## src/rtl/adc_capture_controller_pkg.sv

```systemverilog
// Shared definitions for the ADC capture controller.
//   cap_state_t : capture sequencer states
//   SAMPLE_W    : ADC sample width
//   FIFO_W      : transfer FIFO word width
//   PAD_W       : zero padding above the sample in each FIFO word
//   RAMP_MAX    : last ramp value before wrapping to zero
//   ramp_next() : next value of the test ramp
package adc_capture_controller_pkg;

    typedef enum logic [2:0] {
        ST_IDLE,
        ST_ARM,
        ST_CAPTURE,
        ST_DRAIN,
        ST_OVERFLOW
    } cap_state_t;

    localparam int unsigned SAMPLE_W = 10;
    localparam int unsigned FIFO_W   = 16;
    localparam int unsigned PAD_W    = FIFO_W - SAMPLE_W;

    localparam logic [SAMPLE_W-1:0] RAMP_MAX = 10'd1023;

    function automatic logic [SAMPLE_W-1:0] ramp_next(input logic [SAMPLE_W-1:0] r);
        return (r == RAMP_MAX) ? '0 : r + SAMPLE_W'(1);
    endfunction

endpackage

```

## src/rtl/adc_capture_controller_sync_2ff.sv

```systemverilog
// Generic two-flop synchroniser for a single host-domain control bit.
//   clk_i : destination clock
//   rst_i : asynchronous active-high reset, clears both flops
//   d_i   : asynchronous input
//   q_o   : synchronised output, two destination clocks of latency
module sync_2ff (
    input  logic clk_i,
    input  logic rst_i,
    input  logic d_i,
    output logic q_o
);

    logic meta_q;
    logic sync_q;

    always_ff @(posedge clk_i or posedge rst_i) begin
        if (rst_i) begin
            meta_q <= 1'b0;
            sync_q <= 1'b0;
        end else begin
            meta_q <= d_i;
            sync_q <= meta_q;
        end
    end

    assign q_o = sync_q;

endmodule

```

## src/rtl/adc_capture_controller.sv

```systemverilog
// Sequences ADC sample capture into the USB transfer FIFO in whole blocks.
//   clock          : ADC sample clock, all logic on the posedge
//   reset          : asynchronous active-high reset
//   collectEnable  : host capture request (asynchronous, synchronised here)
//   testMode       : 1 = write a 10-bit ramp instead of ADC samples
//   adcData        : ADC sample, valid every clock
//   fifoFull       : FIFO cannot take a write this cycle
//   fifoAlmostFull : FIFO above restart threshold; holds the ARM state
//   fifoWrite      : write strobe, aligned with fifoData
//   fifoData       : {zero pad, sample}, one cycle behind the source
//   blockEnd       : pulse on the last write of each block
//   captureActive  : high while capturing or draining
//   overflow       : sticky overflow flag, cleared on ARM entry
//   blockCount     : completed blocks since the last ARM
module adc_capture_controller
    import adc_capture_controller_pkg::*;
#(
    parameter int unsigned BLOCK_WORDS = 8192,
    parameter int unsigned BLOCK_CNT_W = 13
) (
    input  logic                clock,
    input  logic                reset,
    input  logic                collectEnable,
    input  logic                testMode,
    input  logic [SAMPLE_W-1:0] adcData,
    input  logic                fifoFull,
    input  logic                fifoAlmostFull,
    output logic                fifoWrite,
    output logic [FIFO_W-1:0]   fifoData,
    output logic                blockEnd,
    output logic                captureActive,
    output logic                overflow,
    output logic [15:0]         blockCount
);

    localparam logic [BLOCK_CNT_W-1:0] LAST_WORD = BLOCK_CNT_W'(BLOCK_WORDS - 1);

    cap_state_t state_q, state_d;

    logic [BLOCK_CNT_W-1:0] cnt_q, cnt_d;
    logic [SAMPLE_W-1:0]    ramp_q, ramp_d;
    logic                   test_q, test_d;
    logic [15:0]            blk_cnt_q, blk_cnt_d;
    logic                   ovf_q, ovf_d;
    logic                   wr_q, wr_d;
    logic [FIFO_W-1:0]      data_q, data_d;
    logic                   end_q, end_d;
    logic                   act_q, act_d;

    logic collect_sync;
    logic last_word;

    sync_2ff u_collect_sync (
        .clk_i (clock),
        .rst_i (reset),
        .d_i   (collectEnable),
        .q_o   (collect_sync)
    );

    assign last_word = (cnt_q == LAST_WORD);

    always_comb begin
        state_d   = state_q;
        cnt_d     = cnt_q;
        ramp_d    = ramp_q;
        test_d    = test_q;
        blk_cnt_d = blk_cnt_q;
        ovf_d     = ovf_q;
        wr_d      = 1'b0;
        end_d     = 1'b0;
        // Registered alongside the data so it falls the cycle after the last write.
        act_d     = (state_q == ST_CAPTURE) || (state_q == ST_DRAIN);
        data_d    = {{PAD_W{1'b0}}, (test_q ? ramp_q : adcData)};

        case (state_q)
            ST_IDLE: begin
                if (collect_sync) begin
                    state_d = ST_ARM;
                    ovf_d   = 1'b0;
                end
            end

            ST_ARM: begin
                cnt_d     = '0;
                blk_cnt_d = '0;
                ramp_d    = '0;
                test_d    = testMode;
                if (!collect_sync) begin
                    state_d = ST_IDLE;
                end else if (!fifoAlmostFull) begin
                    state_d = ST_CAPTURE;
                end
            end

            ST_CAPTURE, ST_DRAIN: begin
                // A full FIFO abandons the block, even on its final word.
                if (fifoFull) begin
                    state_d = ST_OVERFLOW;
                    ovf_d   = 1'b1;
                end else begin
                    wr_d   = 1'b1;
                    cnt_d  = cnt_q + BLOCK_CNT_W'(1);
                    ramp_d = ramp_next(ramp_q);
                    if (last_word) begin
                        end_d     = 1'b1;
                        blk_cnt_d = blk_cnt_q + 16'd1;
                    end
                    // Stopping only at a block boundary; DRAIN ignores a re-request.
                    if (last_word && ((state_q == ST_DRAIN) || !collect_sync)) begin
                        state_d = ST_IDLE;
                    end else if (!collect_sync) begin
                        state_d = ST_DRAIN;
                    end
                end
            end

            ST_OVERFLOW: begin
                if (!collect_sync) begin
                    state_d = ST_IDLE;
                end
            end

            default: state_d = ST_IDLE;
        endcase
    end

    always_ff @(posedge clock or posedge reset) begin
        if (reset) begin
            state_q   <= ST_IDLE;
            cnt_q     <= '0;
            ramp_q    <= '0;
            test_q    <= 1'b0;
            blk_cnt_q <= '0;
            ovf_q     <= 1'b0;
            wr_q      <= 1'b0;
            data_q    <= '0;
            end_q     <= 1'b0;
            act_q     <= 1'b0;
        end else begin
            state_q   <= state_d;
            cnt_q     <= cnt_d;
            ramp_q    <= ramp_d;
            test_q    <= test_d;
            blk_cnt_q <= blk_cnt_d;
            ovf_q     <= ovf_d;
            wr_q      <= wr_d;
            data_q    <= data_d;
            end_q     <= end_d;
            act_q     <= act_d;
        end
    end

    assign fifoWrite     = wr_q;
    assign fifoData      = data_q;
    assign blockEnd      = end_q;
    assign captureActive = act_q;
    assign overflow      = ovf_q;
    assign blockCount    = blk_cnt_q;

endmodule

```

## config.mk

```make
export PLATFORM = sky130hd
export DESIGN_NAME = adc_capture_controller
export DESIGN_NICKNAME = d
export VERILOG_FILES = /design/src/rtl/adc_capture_controller_pkg.sv /design/src/rtl/adc_capture_controller_sync_2ff.sv /design/src/rtl/adc_capture_controller.sv
export SDC_FILE = /design/constraint.sdc
export NUM_CORES = 1
export LEC_CHECK = 0
export BUFFER_PORTS_ARGS = -buffer_cell sky130_fd_sc_hd__buf_2
export CAP_MARGIN = 20
export CORE_MARGIN = 4
export CORE_UTILIZATION = 50
export DETAILED_ROUTE_END_ITERATION = 7
export PLACE_DENSITY = 0.76
export SLEW_MARGIN = 20
export SYNTH_ARGS = -nofsm -noshare
export SYNTH_HDL_FRONTEND = slang
export SYNTH_SLANG_ARGS = --single-unit
```

## constraint.sdc

```tcl
create_clock -name clock -period 1.95 [get_ports clock]
set_clock_uncertainty 0.2 [all_clocks]
set_input_delay 0.195 -clock clock [delete_from_list [all_inputs] [get_ports clock]]
set_output_delay 0.195 -clock clock [all_outputs]
set_load 0.03 [all_outputs]
```

Word-level counts from Yosys, hierarchy flattened
Cells that the tools add are included.

Register bits after elaboration: 59. Bits in latches: 0. Bits in writable memories: 0. Memory bits (read-only): 0. Memories kept: 0.

Add/subtract/negate cells: 3. Multipliers: 0. Divide/modulo/power cells: 0. Order comparisons: 0. Equal/unequal tests: 13. Shift-type cells: 0. Mux-type cells: 25. Bitwise logic cells: 0. Reduce and logical (&&, ||, !) cells: 12.

Operators by type and width (count): 16-bit 2-to-1 mux (2); 16-bit one-hot mux with 2 select lines (1); 10-bit 2-to-1 mux (3); 13-bit one-hot mux with 2 select lines (1); 3-bit 2-to-1 mux (7); 10-bit one-hot mux with 2 select lines (1); 16-bit by 1-bit adder with 16-bit output (second input constant) (1); 13-bit by 1-bit adder with 13-bit output (second input constant) (1); 13-bit equality test (second input constant) (1); 13-bit 2-to-1 mux (1); 3-bit one-hot mux with 4 select lines (1); 10-bit by 1-bit adder with 10-bit output (second input constant) (1); 10-bit equality test (second input constant) (1); 2-bit inequality test (second input constant) (4); 1-bit 2-to-1 mux (7); 3-bit by 2-bit equality test with 1-bit output (second input constant) (2); 3-bit AND reduction (2); 4-bit inequality test (second input constant) (1); 4-bit AND reduction (1); 2-bit nonzero test (2); 3-bit by 1-bit equality test with 1-bit output (second input constant) (1); 3-bit equality test (second input constant) (1); 3-bit zero test (1); 3-bit inequality test (second input constant) (1); other kinds (7) (8).

Logic depth before layout (Yosys ltp)
Gate-level depths: netlist (run 1).

Depth in word-level cells: 6. Gate-level depth with buffers: 9.

By module
From an unflattened synthesis (run 1), not the netlist that was laid out.

Cells, all modules: 297. Area total of the unflattened synthesis: 2945.3 µm².

By module, submodules not included: adc_capture_controller (instances 1, cells each 294, area each 2891.5 µm², sequential area each 1426.4 µm²); sync_2ff (instances 1, cells each 3, area each 53.8 µm², sequential area each 50.0 µm²).

Least setup slack after synthesis (run 1)
OpenSTA, ideal clock, no wires.

Path type: register to register. From: register cnt_q[0]. To: register blk_cnt_q[9], in the netlist blockCount[9]. Library setup time: 0.131 ns. Data arrival time: 1.747 ns. Required time: 1.619 ns. Setup slack: -0.128 ns. Cell stages (with the launch flop): 8. Buffers on the path: 1. Path through: dfrtp_1 ha_1 nand3_1 or4_4 buf_6 nor4_2 xnor2_1 nor2_2.

Word-level cells in the longest chain between the ends: 3.

Ends and longest elaborated chain: start, declared (line adc_capture_controller.sv:40) `logic [BLOCK_CNT_W-1:0] cnt_q, cnt_d;`; start signal, assigned (line adc_capture_controller.sv:141) `cnt_q <= cnt_d;`; 13-bit equality test (line adc_capture_controller.sv:60) `assign last_word = (cnt_q == LAST_WORD);`; 2-bit inequality test (no source line); 3-bit AND reduction (no source line); end signal, assigned (line adc_capture_controller.sv:144) `blk_cnt_q <= blk_cnt_d;`; end, declared (line adc_capture_controller.sv:43) `logic [15:0] blk_cnt_q, blk_cnt_d;`.

No other way between the ends. A chain may end at the register's enable or synchronous reset.

Worst setup path in the final report (run 1)
From: register cnt_q[1]. To: register blk_cnt_q[4], in the netlist blockCount[4].

The elaborated chain is that of the path after synthesis.

==> results of run 1 <==
[flip-flops by register name (all words and copies together) (netlist names)]
| signal | flops |
|---|---|
| blockCount | 16 |
| blockEnd | 1 |
| captureActive | 1 |
| cnt_q | 13 |
| fifoData | 10 |
| fifoWrite | 1 |
| overflow | 1 |
| ramp_q | 10 |
| state_q | 3 |
| test_q | 1 |
| u_collect_sync.meta_q | 1 |
| u_collect_sync.q_o | 1 |
[area by class of cell]
| cell class | count | area [um^2] | area share, % |
|---|---|---|---|
| Sequential cell | 59 | 1480 | 38.3 |
| Clock inverter | 4 | 72.6 | 1.88 |
| Multi-Input combinational cell | 204 | 1380 | 35.7 |
| Timing Repair Buffer | 94 | 651 | 16.9 |
| Tap cell | 72 | 90.1 | 2.34 |
| Inverter | 8 | 30.0 | 0.780 |
| Clock buffer | 12 | 155 | 4.03 |
[power breakdown]
group          total, mW  internal (mW)  leakage [nW]  switching [mW]
clock network       1.26          0.788         0.113           0.474
registers           1.50           1.37         0.799           0.129
logic               1.30          0.525          1.08           0.773
[logic make-up (layout without fill, tap and decap cells)]
logic type      Yosys count  count (layout)  share of synthesized area [%]
compound gates           28              28                           5.94
xor+xnor                 25              25                           7.75
other cells               1               6                          0.133
buf+inv                  22             118                           4.08
flops                    59              59                           52.3
fa+ha+maj                 3               3                           1.33
mux                      11              11                           4.39
simple gates            131             131                           24.1
[per-layer routing]
layer	up-vias	global-route usage, %	share of wire, %
met2	69	34.9	53
li1	1144	-	-
met3	15	4.76	4.6
met1	1159	24.2	40
met5	-	0	0
met4	0	9.51	2.1
[stage by stage]
stage          worst slack (ns)  util (%)  TNS (ns)  hold slack [ns]  total power [mW]
4_1_cts                 -0.0157      69.5   -0.0273           0.0724              4.06
2_1_floorplan           -0.0556         -    -0.291           0.0264              2.30
6_report                -0.0140      69.9   -0.0191           0.0817              4.06
3_5_place_dp            -0.0184      62.8   -0.0438           0.0808              2.75
5_1_grt                 -0.0877      69.9    -0.537           0.0908              4.29
3_3_place_gp             0.0233      62.8         0           0.0773              2.72
[Yosys cell counts, drive strengths merged, types with 2 or more instances]
| cell | count | share of area, % |
|---|---|---|
| and3 | 4 | 0.93 |
| a21o | 2 | 0.53 |
| nand2b | 3 | 0.66 |
| nand3 | 15 | 2.7 |
| or2 | 3 | 0.66 |
| a311oi | 2 | 0.62 |
| nor4 | 4 | 2.2 |
| inv | 8 | 1.1 |
| nand4bb | 2 | 0.80 |
| xnor2 | 13 | 4.0 |
| nor3 | 12 | 2.1 |
| o21ai | 14 | 2.5 |
| buf | 9 | 2.3 |
| dfrtp | 59 | 52 |
| nand4 | 11 | 2.4 |
| mux2 | 11 | 4.4 |
| ha | 3 | 1.3 |
| nand2 | 35 | 4.7 |
| a21oi | 4 | 0.71 |
| xor2 | 12 | 3.7 |
| clkbuf | 5 | 0.66 |
| a31oi | 3 | 0.66 |
| nor2 | 36 | 5.0 |
[path summary, 6_finish.rpt]
path	end	slack, ns	cells after the start
max	blockCount[4]	-0.01	7
min	state_q[2]	0.08	4
max reg2reg	blockCount[4]	-0.01	7
min reg2reg	u_collect_sync.q_o	0.16	0
max in group asynchronous	blockCount[4]	1.02	4
min in group asynchronous	cnt_q[10]	0.27	4
[critical path: stages (launching register included)]
cell and delay (ns):
dfrtp_1 0.41, ha_4 0.17, nand3_2 0.06, or4_4 0.47
inv_1 0.18, nand4_1 0.14, xor2_1 0.16, nor2_1 0.05
[repair_timing]
action | 4_1_cts | 5_1_grt
hold endpoints to repair | 71 | 0
gates resized for setup | 2 | 4
setup endpoints to repair | 6 | 18
pin swaps | 0 | 1
hold buffers | 13 | 0
==> run summary, run 1 <==
Final Setup Violations - 2
DRT Pass-1 Iters - 4
Initial Util - 51.3%
asr flop ratio synth - 100%
hold_sp - fifoFull
Clock transition at path regs - 0.06 ns
final WL - 6.52 mm
Primary FF master, synth - dfrtp_1
f_max - 0.509 GHz
Post-CTS Setup Bufs - 0
Non-Filler Instances - 453
Post-synth EDFFs - 0
H-tree Lvls - 3
final net count - 395
final worst slack - -0.0140 ns
worst setup path startpoint - cnt_q[1]
Pwr per Cell Area - 1050 mW/mm^2
Final Hold Fails - 0
DR DRC count - 0
fill cell total of the finished layout - 440
clock sink total - 59
critical path required time - 1.96 ns
share of cells above drive strength 1 - 34.4%
fin crit share - 101%
Post-DP Area - 0.00346 mm^2
Final HPWL DP - 4.48 mm
port buffer count - 45
Via Count - 2387
CTS root buffer - clkbuf_8
Post-Place Cells - 424
LEAKAGE - 1.99 nW
most frequent cells in the layout - dfrtp_1 (59), buf_2 (45), nand2_1 (35)
max-cap violation count - 0
vias in the first global route - 2495
HP Class - primary input to flop
Synth cell types - 39
I/O pins - 52
Arrival @ worst endpoint - 1.98 ns
Worst Setup End Kind - flop
Gate Count Post-Synth - 280
Synth Area per Inst - 10.1 um^2
die width - 83.2 um
post-synthesis sequential area ratio - 52.3%
Routed Antenna Nets - 0
largest net degree at the start of global routing - 60
final instance area - 0.00385 mm^2
maximum VDD drop - 734 uV
DR iter-0 viols - 141
most common cell after layout, fill and taps aside - dfrtp_1
grt ovf - 0
crit-path max FO - 6
# rows - 27
initial antenna violation count - 0
failing checks - negative setup slack
die height - 83.2 um
Mapped Area - 0.00282 mm^2
Max Slew Vio Count - 0
Tmin final - 1.96 ns
first-pass GRT wire length - 11.4 mm
n_diodes - 0
die area - 0.00691 mm^2
Setup Crit Path Kind - flop to flop
worst r2r src - cnt_q[1]
run status - finished, violations left
worst-skew pair later-pin latency - 0.34 ns
startpoint types - flop
CTS buffer count - 9
Ys Warns - 0
via density per instance - 5.27
GRT Total Usage - 20.4%
synthesis-to-layout area growth - 36.4%
Synth Register Bits - 59
wire per inst - 14.4 um
CTS tree - yes
Max Buffers Root-to-Sink - 2
area of the core - 0.00551 mm^2
RSZ-0062 raised after global routing - yes
Placer Congestion - 0.861
Note: power is estimated with default switching activity, not from simulation.
==> run 2: changes to the inputs <==
--- a/config.mk
+++ b/config.mk
@@ -10,7 +10,7 @@
 export CORE_MARGIN = 4
 export CORE_UTILIZATION = 50
 export DETAILED_ROUTE_END_ITERATION = 7
-export PLACE_DENSITY = 0.76
+export PLACE_DENSITY = 0.81
 export SLEW_MARGIN = 20
 export SYNTH_ARGS = -nofsm -noshare
 export SYNTH_HDL_FRONTEND = slang
==> run 2 against run 1 <==
  * The flow still finishes with violations (negative setup slack)
  * Worst hold slack lost 0.0051 ns
  * Largest power group unchanged
  * Global-route usage grew 0.78 points
  * Critical path depth stayed put
  * First-iteration DRC count is 22% higher
  * Non-clock buffer count up 9
  * Worst setup slack got worse by 0.0077 ns
  * Clock-buffer cell count shrank 3
  * Via count rose by 3.6%
  * Final area rose by 1.1%
==> run summary, run 2 (same netlist as run 1, synthesis figures left out) <==
Clock power frac - 27.8% (-3.3 points)
fill cell total of the finished layout - 395 (-10%)
Finished Core Util - 70.7% (+0.80 points)
clock sink total - 59 (unchanged)
LEAKAGE - 2.01 nW (+1.4%)
Pwr per Cell Area - 1010 mW/mm^2 (-4.0%)
wire per inst - 14.9 um (+3.5%)
synthesis-to-layout area growth - 37.9%
critical path required time - 1.99 ns (+0.03 ns)
Placer Congestion - 0.836 (-2.9%)
Final Hold Fails - 0 (unchanged)
critical path's top delay family - simple AND/OR/NAND/NOR gates
most common cell after layout, fill and taps aside - dfrtp_1
GRT Total Usage - 21.2% (+0.78 points)
pre-CTS setup slack - -0.0199 ns (-0.00151 ns)
startpoint types - flop
setup tns final - -0.0444 ns (-0.0253 ns)
critical path cell sequence - ha_2 -> nand3_2 -> or4_4 -> buf_12 -> nor4_4 -> xnor2_1 -> nor2_1
# rows - 27 (unchanged)
Final Setup Violations - 3 (+1)
max-cap violation count - 0 (unchanged)
vias in the first global route - 2555 (+2.4%)
via density per instance - 5.35 (+1.5%)
RSZ-0062 raised after global routing - yes
DR DRC count - 0 (unchanged)
die height - 83.2 um (unchanged)
die area - 0.00691 mm^2 (unchanged)
Via Count - 2472 (+3.6%)
fin crit share - 101% (+0.39 points)
slowest library cell on the worst path - or4_4
area of the core - 0.00551 mm^2 (unchanged)
Initial Util - 51.3% (unchanged)
final total power - 3.94 mW (-2.9%)
Worst Setup End Kind - flop
Final HPWL DP - 4.62 mm (+3.2%)
final WL - 6.88 mm (+5.5%)
n_diodes - 0 (unchanged)
Routed Antenna Nets - 0 (unchanged)
run status - finished, violations left
Switching Fraction - 36.3% (+2.4 points)
Non-Filler Instances - 462 (+2.0%)
maximum VDD drop - 653 uV (-11%)
grt ovf - 0 (unchanged)
Post-DP Area - 0.00349 mm^2 (+1.0%)
CTS root buffer - clkbuf_8
Setup Crit Path Kind - flop to flop
Max Buffers Root-to-Sink - 2 (unchanged)
worst-skew pair later-pin latency - 0.35 ns (about the same)
H-tree Lvls - 3 (unchanged)
worst setup path startpoint - cnt_q[1]
port buffer count - 45 (unchanged)
final net count - 404 (+2.3%)
final instance area - 0.00389 mm^2 (+1.1%)
f_max - 0.507 GHz (-0.39%)
worst r2r src - cnt_q[1]
Max Slew Vio Count - 0 (unchanged)
internal power - 2.51 mW (-6.5%)
largest net degree at the start of global routing - 60 (unchanged)
Buffers & Inverters on Critical Path - 1 (unchanged)
worst hold margin - 0.0766 ns (-0.00508 ns)
Post-Place Cells - 427 (+0.71%)
Tmin final - 1.97 ns (+0.00765 ns)
die width - 83.2 um (unchanged)
DRT Pass-1 Iters - 4 (unchanged)
CTS tree - yes
most frequent cells in the layout - dfrtp_1 (59), buf_2 (45), buf_4 (42)
I/O pins - 52 (unchanged)
DR iter-0 viols - 172 (+22%)
first-pass GRT wire length - 11.7 mm (+2.1%)
share of cells above drive strength 1 - 37.2% (+2.8 points)
power share of the combinational group - 34.2% (+2.3 points)
Seq pwr share - 38.0% (+1.0 points)
Arrival @ worst endpoint - 2.01 ns (+0.03 ns)
NetSw - 1.43 mW (+4.1%)
final worst slack - -0.0217 ns (-0.00765 ns)
crit-path max FO - 7 (+1)
CTS buffer count - 9 (unchanged)
initial antenna violation count - 0 (unchanged)
failing checks - negative setup slack
Clock transition at path regs - 0.07 ns (about the same)
hold_sp - fifoFull
HP Class - primary input to flop
Max stage delay on crit path - 0.48 ns (about the same)
Largest register FFs - 16 (unchanged)
==> run 2: metal layers <==
metal / track usage [%] / up-vias / share of wire (%)
met1: 24.4 / 1201 / 40
li1: - / 1164 / -
met2: 35.9 / 83 / 51
met5: 0 / - / 0
met4: 10.7 / 0 / 3.1
met3: 6.05 / 24 / 6.0
==> run 2: power by group through the flow <==
stage          Combinational [mW]  Clock (mW)  Sequential (mW)
4_1_cts                      1.30        1.12             1.50
3_3_place_gp                 1.24           0             1.51
2_1_floorplan               0.655           0             1.64
6_report                     1.35        1.10             1.50
5_1_grt                      1.47        1.18             1.52
3_5_place_dp                 1.26           0             1.52
==> run 2: area by class of cell <==
cell class | count | area [um^2] | area share [%]
Clock buffer | 9 | 124 | 3.18
Clock inverter | 7 | 68.8 | 1.77
Tap cell | 72 | 90.1 | 2.31
Sequential cell | 59 | 1480 | 37.9
Multi-Input combinational cell | 204 | 1380 | 35.3
Inverter | 8 | 30.0 | 0.771
Timing Repair Buffer | 103 | 731 | 18.8
==> run 2: what timing repair did <==
action | CTS | global route
endpoints found under the setup margin | 5 | 21
hold buffers | 13 | 0
pin swaps | 2 | 3
setup buffers | 2 | 4
gates resized for setup | 1 | 8
endpoints found under the hold margin | 71 | 0
==> run 2: worst paths after layout <==
check / endpoint / cells past startpoint / slack [ns]
max: blockCount[13] / 7 / -0.02
min: state_q[2] / 4 / 0.08
max reg2reg: blockCount[13] / 7 / -0.02
min reg2reg: u_collect_sync.q_o / 0 / 0.15
max in group asynchronous: blockCount[14] / 4 / 1.04
min in group asynchronous: fifoData[9] / 4 / 0.25
==> run 2: worst min-delay path, cell delays in order <==
cell     delay, ns
buf_2         0.11
buf_4         0.15
nand2_1       0.06
o21ai_0       0.06
